[src/rtl/frame_sequencer.sv]
//-----------------------------------------------------------------------------
// frame_sequencer
//
// Derives the periodic modulation strobes for the sound channels from the
// system clock. A prescaler divides the clock down to the 512 Hz frame rate,
// and an 8-step counter decodes each frame step into the length (256 Hz),
// sweep (128 Hz) and envelope (64 Hz) strobes used by the downstream length
// counter, sweep unit and envelope units.
//
// Build option:
//   FS_EXT_TICK_EN  When defined, the internal prescaler is removed and a
//                   step is taken on every cycle where ext_tick (the 512 Hz
//                   strobe from the timer block) is high while apu_on is high.
//                   DIV_COUNT is then unused. When undefined, there is no
//                   ext_tick port and the prescaler is used.
//
// Parameters:
//   DIV_COUNT   system clocks per frame step (default 8192 = 4.194304 MHz /
//               512 Hz); must be >= 2
//   DIV_W       prescaler counter width, derived from DIV_COUNT
//
// Ports:
//   clk         system clock, all state updates on the rising edge
//   rst_n       asynchronous active-low reset
//   apu_on      APU master enable; low holds the block cleared
//   ext_tick    (FS_EXT_TICK_EN only) external 512 Hz step strobe
//   len_tick    one-cycle strobe on steps 0,2,4,6
//   sweep_tick  one-cycle strobe on steps 2,6
//   env_tick    one-cycle strobe on step 7
//   frame_tick  one-cycle strobe on every step
//   step        index of the step that the next strobe will decode
//
// All outputs are registered; there is no combinational path from any input
// to any output.
//-----------------------------------------------------------------------------
module frame_sequencer #(
    parameter  int DIV_COUNT = 8192,
    localparam int DIV_W     = (DIV_COUNT > 1) ? $clog2(DIV_COUNT) : 1
) (
    input  logic       clk,
    input  logic       rst_n,
    input  logic       apu_on,
`ifdef FS_EXT_TICK_EN
    input  logic       ext_tick,
`endif
    output logic       len_tick,
    output logic       sweep_tick,
    output logic       env_tick,
    output logic       frame_tick,
    output logic [2:0] step
);

    // The strobes are only guaranteed to be separated by at least one idle
    // cycle when a step lasts two or more clocks.
    if (DIV_COUNT < 2) begin : g_bad_div
        $error("frame_sequencer: DIV_COUNT must be >= 2");
    end

    //-------------------------------------------------------------------------
    // Step event: the cycle on which the sequencer advances one step
    //-------------------------------------------------------------------------
    logic w_step_evt;

`ifdef FS_EXT_TICK_EN

    // The timer block already produces the 512 Hz strobe; ext_tick is
    // ignored while the APU is powered off.
    assign w_step_evt = apu_on & ext_tick;

`else

    localparam logic [DIV_W-1:0] DIV_LAST = DIV_W'(DIV_COUNT - 1);

    logic [DIV_W-1:0] r_div_cnt;

    assign w_step_evt = apu_on & (r_div_cnt == DIV_LAST);

    // Prescaler. Powering off discards any partial count so that the next
    // power-on waits a full DIV_COUNT clocks before the first strobe.
    always_ff @(posedge clk or negedge rst_n) begin
        if (!rst_n) begin
            r_div_cnt <= '0;
        end else if (!apu_on || w_step_evt) begin
            r_div_cnt <= '0;
        end else begin
            r_div_cnt <= r_div_cnt + 1'b1;
        end
    end

`endif

    //-------------------------------------------------------------------------
    // Step decode, taken from the step value before it increments
    //-------------------------------------------------------------------------
    logic [2:0] r_step;
    logic       w_len_dec;
    logic       w_sweep_dec;
    logic       w_env_dec;

    assign w_len_dec   = ~r_step[0];
    assign w_sweep_dec = (r_step == 3'd2) || (r_step == 3'd6);
    assign w_env_dec   = (r_step == 3'd7);

    //-------------------------------------------------------------------------
    // Step counter and registered strobes
    //-------------------------------------------------------------------------
    logic r_len_tick;
    logic r_sweep_tick;
    logic r_env_tick;
    logic r_frame_tick;

    // NOTE: every register here is updated with non-blocking assignments so
    // the decodes above see the step value from before this edge.
    always_ff @(posedge clk or negedge rst_n) begin
        if (!rst_n) begin
            r_step       <= 3'd0;
            r_len_tick   <= 1'b0;
            r_sweep_tick <= 1'b0;
            r_env_tick   <= 1'b0;
            r_frame_tick <= 1'b0;
        end else if (!apu_on) begin
            // Power-off has priority over counting and leaves no residual
            // strobe.
            r_step       <= 3'd0;
            r_len_tick   <= 1'b0;
            r_sweep_tick <= 1'b0;
            r_env_tick   <= 1'b0;
            r_frame_tick <= 1'b0;
        end else if (w_step_evt) begin
            r_step       <= r_step + 3'd1;  // wraps 7 -> 0
            r_len_tick   <= w_len_dec;
            r_sweep_tick <= w_sweep_dec;
            r_env_tick   <= w_env_dec;
            r_frame_tick <= 1'b1;
        end else begin
            r_len_tick   <= 1'b0;
            r_sweep_tick <= 1'b0;
            r_env_tick   <= 1'b0;
            r_frame_tick <= 1'b0;
        end
    end

    assign len_tick   = r_len_tick;
    assign sweep_tick = r_sweep_tick;
    assign env_tick   = r_env_tick;
    assign frame_tick = r_frame_tick;
    assign step       = r_step;

endmodule

[config.mk]
export PLATFORM = sky130hd
export DESIGN_NAME = frame_sequencer
export DESIGN_NICKNAME = d
export VERILOG_FILES = /design/src/rtl/frame_sequencer.sv
export SDC_FILE = /design/constraint.sdc
export NUM_CORES = 1
export LEC_CHECK = 0
export CAP_MARGIN = 20
export CELL_PAD_IN_SITES_DETAIL_PLACEMENT = 0
export CELL_PAD_IN_SITES_GLOBAL_PLACEMENT = 1
export CORE_MARGIN = 5
export CORE_UTILIZATION = 46
export DETAILED_ROUTE_END_ITERATION = 16
export PLACE_DENSITY = 0.85
export SYNTH_ARGS = -nofsm -noshare
export SYNTH_HDL_FRONTEND = slang
export SYNTH_SLANG_ARGS = --single-unit
[constraint.sdc]
create_clock -name clk -period 4.2 [get_ports clk]
set_input_delay 1.26 -clock clk [delete_from_list [all_inputs] [get_ports clk]]
set_output_delay 1.26 -clock clk [all_outputs]
set_load 0.05 [all_outputs]
==> impl_results.md, run 1 <==
* Status: finished, final reports clean
* Initial antenna violation count at 0
* Worst slew margin at 41.6%
* Synth Flop Type: dfrtp_1
* Dominant cell type by area after synthesis: dfrtp_1
* Setup violators final at 0
* CTS tree: yes
* Least-Margin Pin Slew at 874 ps
* Hold WS at 497 ps
* Routed WL per cell at 12.8 µm
* Syn_nets at 95
* #FFs+latches synth at 20
* Ys Warns at 0
* Antenna Nets Post-Route at 0
* Place WS at 1470 ps
* Worst Hold Class: register to register
* Layout Nets at 106
* Post-CTS Resized at 0
* Critical Path RT at 2940 ps
* Seq/Total Area, Yosys at 52.0%
* Max clock buf depth at 2
* Vias after detailed routing at 687
* Max_cap viols at 0
* Crit path buf inv count at 1
* Total Wirelength at 1600 µm
* RD Place Congestion at 0.704
* Hold Path Cell Cnt at 1
* FFs w/ async S/R, synth at 100%
* Number of global-route vias before repair at 649
* CTS root buf: clkbuf_4
* Quantity of hold-fixing buffers added after cts at 0
* Family with the most delay on the worst path: buffers and inverters
* Num CTS Buffers at 3
* Final TNS setup at 0 ps
* VDD IR max at 0.000209 V
* Largest net degree at the start of global routing at 21
* RSZ-0062 raised after global routing: false
* H-Tree Level Count at 1
* Most frequent cells in the layout: 20 x dfrtp_1, 9 x clkdlybuf4s50_1, 7 x inv_1, 7 x nand2_1, 5 x nor2_1
* Mean post-synth cell area at 10.9 µm²
* Setup WS post-layout at 1410 ps
* # diodes at 0
* Die X at 55.7 µm
* Clock latency on the worst-skew pair at 300 ps
* First-pass GRT wire length at 2840 µm
* Cell count of the worst reg-to-reg path at 4
* Final period util at 66.4%
* Final clock skew at 2.21 ps
* Final Max Slew Viols at 0
* Met3 wire length at 95 µm
* Num ports at 10
* Initial DRT Pass Iterations at 4
* Slowest CP cell: clkdlybuf4s50_1
* Die area at 3110 µm²
* Fin. Hold Viols at 0
* Static leakage power at 0.483 nW
* Row cnt at 16
* Startpoint types: register
* GRT overflow at 0
* Max Freq at 0.359 GHz
* P per Cell Area at 289 nW/µm²
* Crit-path max FO at 4
* Commonest non-fill, non-tap cell in the layout: dfrtp_1
* EDFF count, synth at 0
* Die H at 55.7 µm
* WP data arrival at 1530 ps
* Stages on the worst setup path at 1
* Distinct cells, synth at 27
* M1 WL at 732 µm
* Max incr delay on CP at 820 ps
* Total track usage at 11.5%
* Hpwl dp at 1170 µm
* Clock sink total at 20
* Initial Util at 48.5%
* Port bufs at 9
* Share of layout cells above drive strength 1 at 7.14%
* Metal2 WL at 758 µm
* Min cycle time layout at 2790 ps
* DR top layer: met4
* Clk slew on worst S/H paths at 100 ps
* Vias per cell at 5.50
* Remaining DRCs at 0
* Mapped Area at 962 µm²
* Area grow syn2layout at 14.6%
* Worst path cell trace: clkdlybuf4s50_1
* Share of the synthesized area in the top cell type at 52.0%
* Post-CTS Repair Setup Buffers at 0
* Post-Syn Instances at 88
* Kind of critical path: register to primary output
* Largest cells by area after synthesis: dfrtp_1 52%, ha_1 5.2%, o41ai_4 2.9%
* Setup crit end kind: primary output
* CORE AREA at 1980 µm²
* DRT iter0 DRCs at 21
## synth_stat cells, types with 2 or more instances
library cell and count:
a21boi_0 2, a21oi_1 4, and2_1 3, dfrtp_1 20
ha_1 4, inv_1 7, mux2i_1 2, nand2_1 7
nand3_1 4, nand4_1 2, nor2_1 5, o21ai_0 4
o2bb2ai_1 2, o31ai_1 3, or3_1 4, or4_1 3
xnor2_1 2
## routing by layer
| metal | GRT usage (%) | vias to the layer above |
|---|---|---|
| met5 | 0 | - |
| met4 | 3.13 | 0 |
| met3 | 5.57 | 4 |
| met2 | 18.1 | 13 |
| met1 | 14.0 | 339 |
| li1 | - | 331 |
## cell type report
cell class,count,area (µm²)
Fill cell,160,880
Sequential cell,20,500
Multi-Input combinational cell,58,415
Timing Repair Buffer,9,90.1
Clock buffer,4,36.3
Tap cell,27,33.8
Inverter,7,26.3
## where the power goes
part | switching [W] | internal, W
combinational | 0.00000856 | 0.00000526
clock | 0.0000552 | 0.0000529
sequential | 0.00000234 | 0.000195
total | 0.0000661 | 0.000253
## stage by stage
step / instances / instance area [µm²] / utilization (%) / total power (W)
2_1_floorplan: 88 / 962 / - / 0.000208
3_3_place_gp: 121 / 1070 / 53.8 / 0.000214
3_5_place_dp: 121 / 1070 / 53.8 / 0.000215
4_1_cts: 125 / 1100 / 55.6 / 0.000324
5_1_grt: 125 / 1100 / 55.6 / 0.000337
6_report: 125 / 1100 / 55.6 / 0.000319
## flip-flops by register name, indices dropped and copies added (netlist names)
| signal | cells |
|---|---|
| env_tick | 1 |
| frame_tick | 1 |
| len_tick | 1 |
| r_div_cnt | 13 |
| step | 3 |
| sweep_tick | 1 |
## path summary, 6_finish.rpt
check,from,to,slack [ps]
setup / recovery,step[0]$_DFFE_PN0N_,step[0],1410
hold / removal,r_div_cnt[0]$_DFF_PN0_,r_div_cnt[0]$_DFF_PN0_,500
setup reg to reg,r_div_cnt[0]$_DFF_PN0_,step[1]$_DFFE_PN0N_,2210
hold reg to reg,r_div_cnt[0]$_DFF_PN0_,r_div_cnt[0]$_DFF_PN0_,500
max in group asynchronous,rst_n,step[2]$_DFFE_PN0N_,2220
min in group asynchronous,rst_n,r_div_cnt[11]$_DFF_PN0_,1450
## logic make-up after synthesis
group,after synthesis,synth area share [%]
multiplexers,2,2.08
AO/OA/AOI/OAI,17,13.5
adder cells (fa/ha/maj),4,5.20
buffers and inverters,10,4.81
XOR/XNOR,3,2.73
flip-flops,20,52.0
AND/OR/NAND/NOR,32,19.6
Power figures use the tool's default switching activity.
==> inputs of run 2 (changes only) <==
CORE_UTILIZATION = 38   (was 46)
PLACE_DENSITY = 0.76   (was 0.85)
clock period = 2.5 ns   (was 4.2 ns; I/O delays follow)
==> impl_results.md, run 2 (same netlist as run 1, synthesis figures left out) <==
* Status: finished, final reports clean
* Total Wirelength at 1660 µm (+3.2%)
* Clock latency on the worst-skew pair at 300 ps (about the same)
* WP data arrival at 1540 ps (about the same)
* Routed WL per cell at 12.8 µm (about the same)
* Critical R2R Capture: step[1]$_DFFE_PN0N_
* Startpoint types: register
* HP Start: r_div_cnt[0]$_DFF_PN0_
* WHS Endpoint: r_div_cnt[0]$_DFF_PN0_
* Die H at 60.3 µm (+8.2%)
* CTS tree: yes
* RD Place Congestion at 0.745 (+5.8%)
* Fin. Hold Viols at 0 (unchanged)
* Num ports at 10 (unchanged)
* Multi-input logic area at 415 µm² (unchanged)
* Fill cells at 240 (+50%)
* Crit-path max FO at 4 (unchanged)
* Crit path buf inv count at 1 (unchanged)
* Max Freq at 0.437 GHz
* Family with the most delay on the worst path: buffers and inverters
* Cell count of the worst reg-to-reg path at 4 (unchanged)
* DRT iter0 DRCs at 16 (-24%)
* RSZ-0062 raised after global routing: false
* Sequential cell area at 500 µm² (unchanged)
* Die area at 3640 µm² (+17%)
* Min cycle time layout at 2290 ps
* Largest register FFs at 13 (unchanged)
* GRT overflow at 0 (unchanged)
* Worst path cell trace: clkdlybuf4s50_1
* Max incr delay on CP at 820 ps (about the same)
* Quantity of hold-fixing buffers added after cts at 0 (unchanged)
* Port bufs at 9 (unchanged)
* Setup violators final at 0 (unchanged)
* H-Tree Level Count at 1 (unchanged)
* Vias after detailed routing at 674 (-1.9%)
* CTS root buf: clkbuf_4
* Design area at 1110 µm² (+0.45%)
* VDD IR max at 0.000340 V (+62%)
* CORE AREA at 2450 µm² (+24%)
* Vias per cell at 5.22 (-4.9%)
* Post-CTS Resized at 0 (unchanged)
* Worst Hold Class: register to register
* Initial DRT Pass Iterations at 3 (-1)
* Commonest non-fill, non-tap cell in the layout: dfrtp_1
* Static leakage power at 0.485 nW (+0.50%)
* Most frequent cells in the layout: 20 x dfrtp_1, 9 x clkdlybuf4s50_1, 7 x inv_1, 7 x nand2_1, 5 x nor2_1
* Remaining DRCs at 0 (unchanged)
* Die X at 60.3 µm (+8.2%)
* Setup crit end kind: primary output
* Worst slew margin at 57.9% (+16 points)
* Max_cap viols at 0 (unchanged)
* Critical Path RT at 1750 ps (-1190 ps)
* Final clock skew at 1.02 ps (-1.19 ps)
* R2R setup slack at 540 ps (-1670 ps)
* Hpwl dp at 1160 µm (-1.5%)
* Hold Path Cell Cnt at 1 (unchanged)
* Power, Total at 0.000509 W (+60%)
* Num CTS Buffers at 3 (unchanged)
* Final period util at 91.6%
* Reg with most FFs: r_div_cnt
* Total track usage at 10.7% (-0.84 points)
* Antenna Nets Post-Route at 0 (unchanged)
* Largest net degree at the start of global routing at 21 (unchanged)
* Max clock buf depth at 2 (unchanged)
* Layout Nets at 108 (+1.9%)
* # diodes at 0 (unchanged)
* Least-Margin Pin Slew at 629 ps (-244 ps)
* Row cnt at 18 (+2)
* Clk slew on worst S/H paths at 110 ps (about the same)
* Crit. Startpoint: step[1]$_DFFE_PN0N_
* Kind of critical path: register to primary output
* Clock sink total at 20 (unchanged)
* Area grow syn2layout at 15.1%
* Setup WS post-layout at 210 ps (-1200 ps)
* Share of layout cells above drive strength 1 at 8.08% (+0.94 points)
* First-pass GRT wire length at 2750 µm (-2.9%)
* Final TNS setup at 0 ps (unchanged)
* Final Max Slew Viols at 0 (unchanged)
* Placed cell areas at 1080 µm² (+1.8%)
* Slowest CP cell: clkdlybuf4s50_1
* Core Util, Final at 45.1% (-11 points)
* Post-CTS Repair Setup Buffers at 0 (unchanged)
* Initial antenna violation count at 0 (unchanged)
* R2r startpoint: r_div_cnt[0]$_DFF_PN0_
* P per Cell Area at 460 nW/µm² (+59%)
* Place WS at 497 ps (-978 ps)
* Initial Util at 39.2% (-9.4 points)
* Number of global-route vias before repair at 615 (-5.2%)
run 2: report_power, final:
part,switching [W],internal (W)
Combinational,0.0000149,0.0000108
Clock,0.0000961,0.0000562
Sequential,0.00000408,0.000327
run 2: worst max path at each step:
stage	endpoint	slack, ps	cells after the start
floorplan	env_tick$_DFF_PN0_	860	4
global route	step[1]	140	1
finish	step[1]	210	1
global placement	step[1]$_DFFE_PN0N_	540	4
CTS	step[1]	190	1
detailed placement	step[1]$_DFFE_PN0N_	500	4
run 2: routing by layer:
layer,track usage (%),part of all wire (%),routed length [µm]
met5,0,0,0
met2,16.2,47,775
met4,4.75,1.5,24
met1,13.2,47,781
met3,4.54,4.4,73
run 2: layout make-up:
type / instances / share of cell area (%)
flip-flops and latches: 20 / 45.2
repair buffers: 11 / 9.49
clock buffers: 3 / 2.03
inverters: 7 / 2.37
multi-input cells: 58 / 37.5
well taps: 30 / 3.39
run 2: metrics by stage:
step                hold WS (ps)  instances
CTS                          516        129
detailed placement           501        126
global placement             480        126
finish                       508        129
global route                 545        129
floorplan                    453         88
==> inputs of run 3 (changes only) <==
SLEW_MARGIN = 20   (was default)
==> results of run 3 <==
The final DEF is identical to that of run 2; final timing and power are the same.
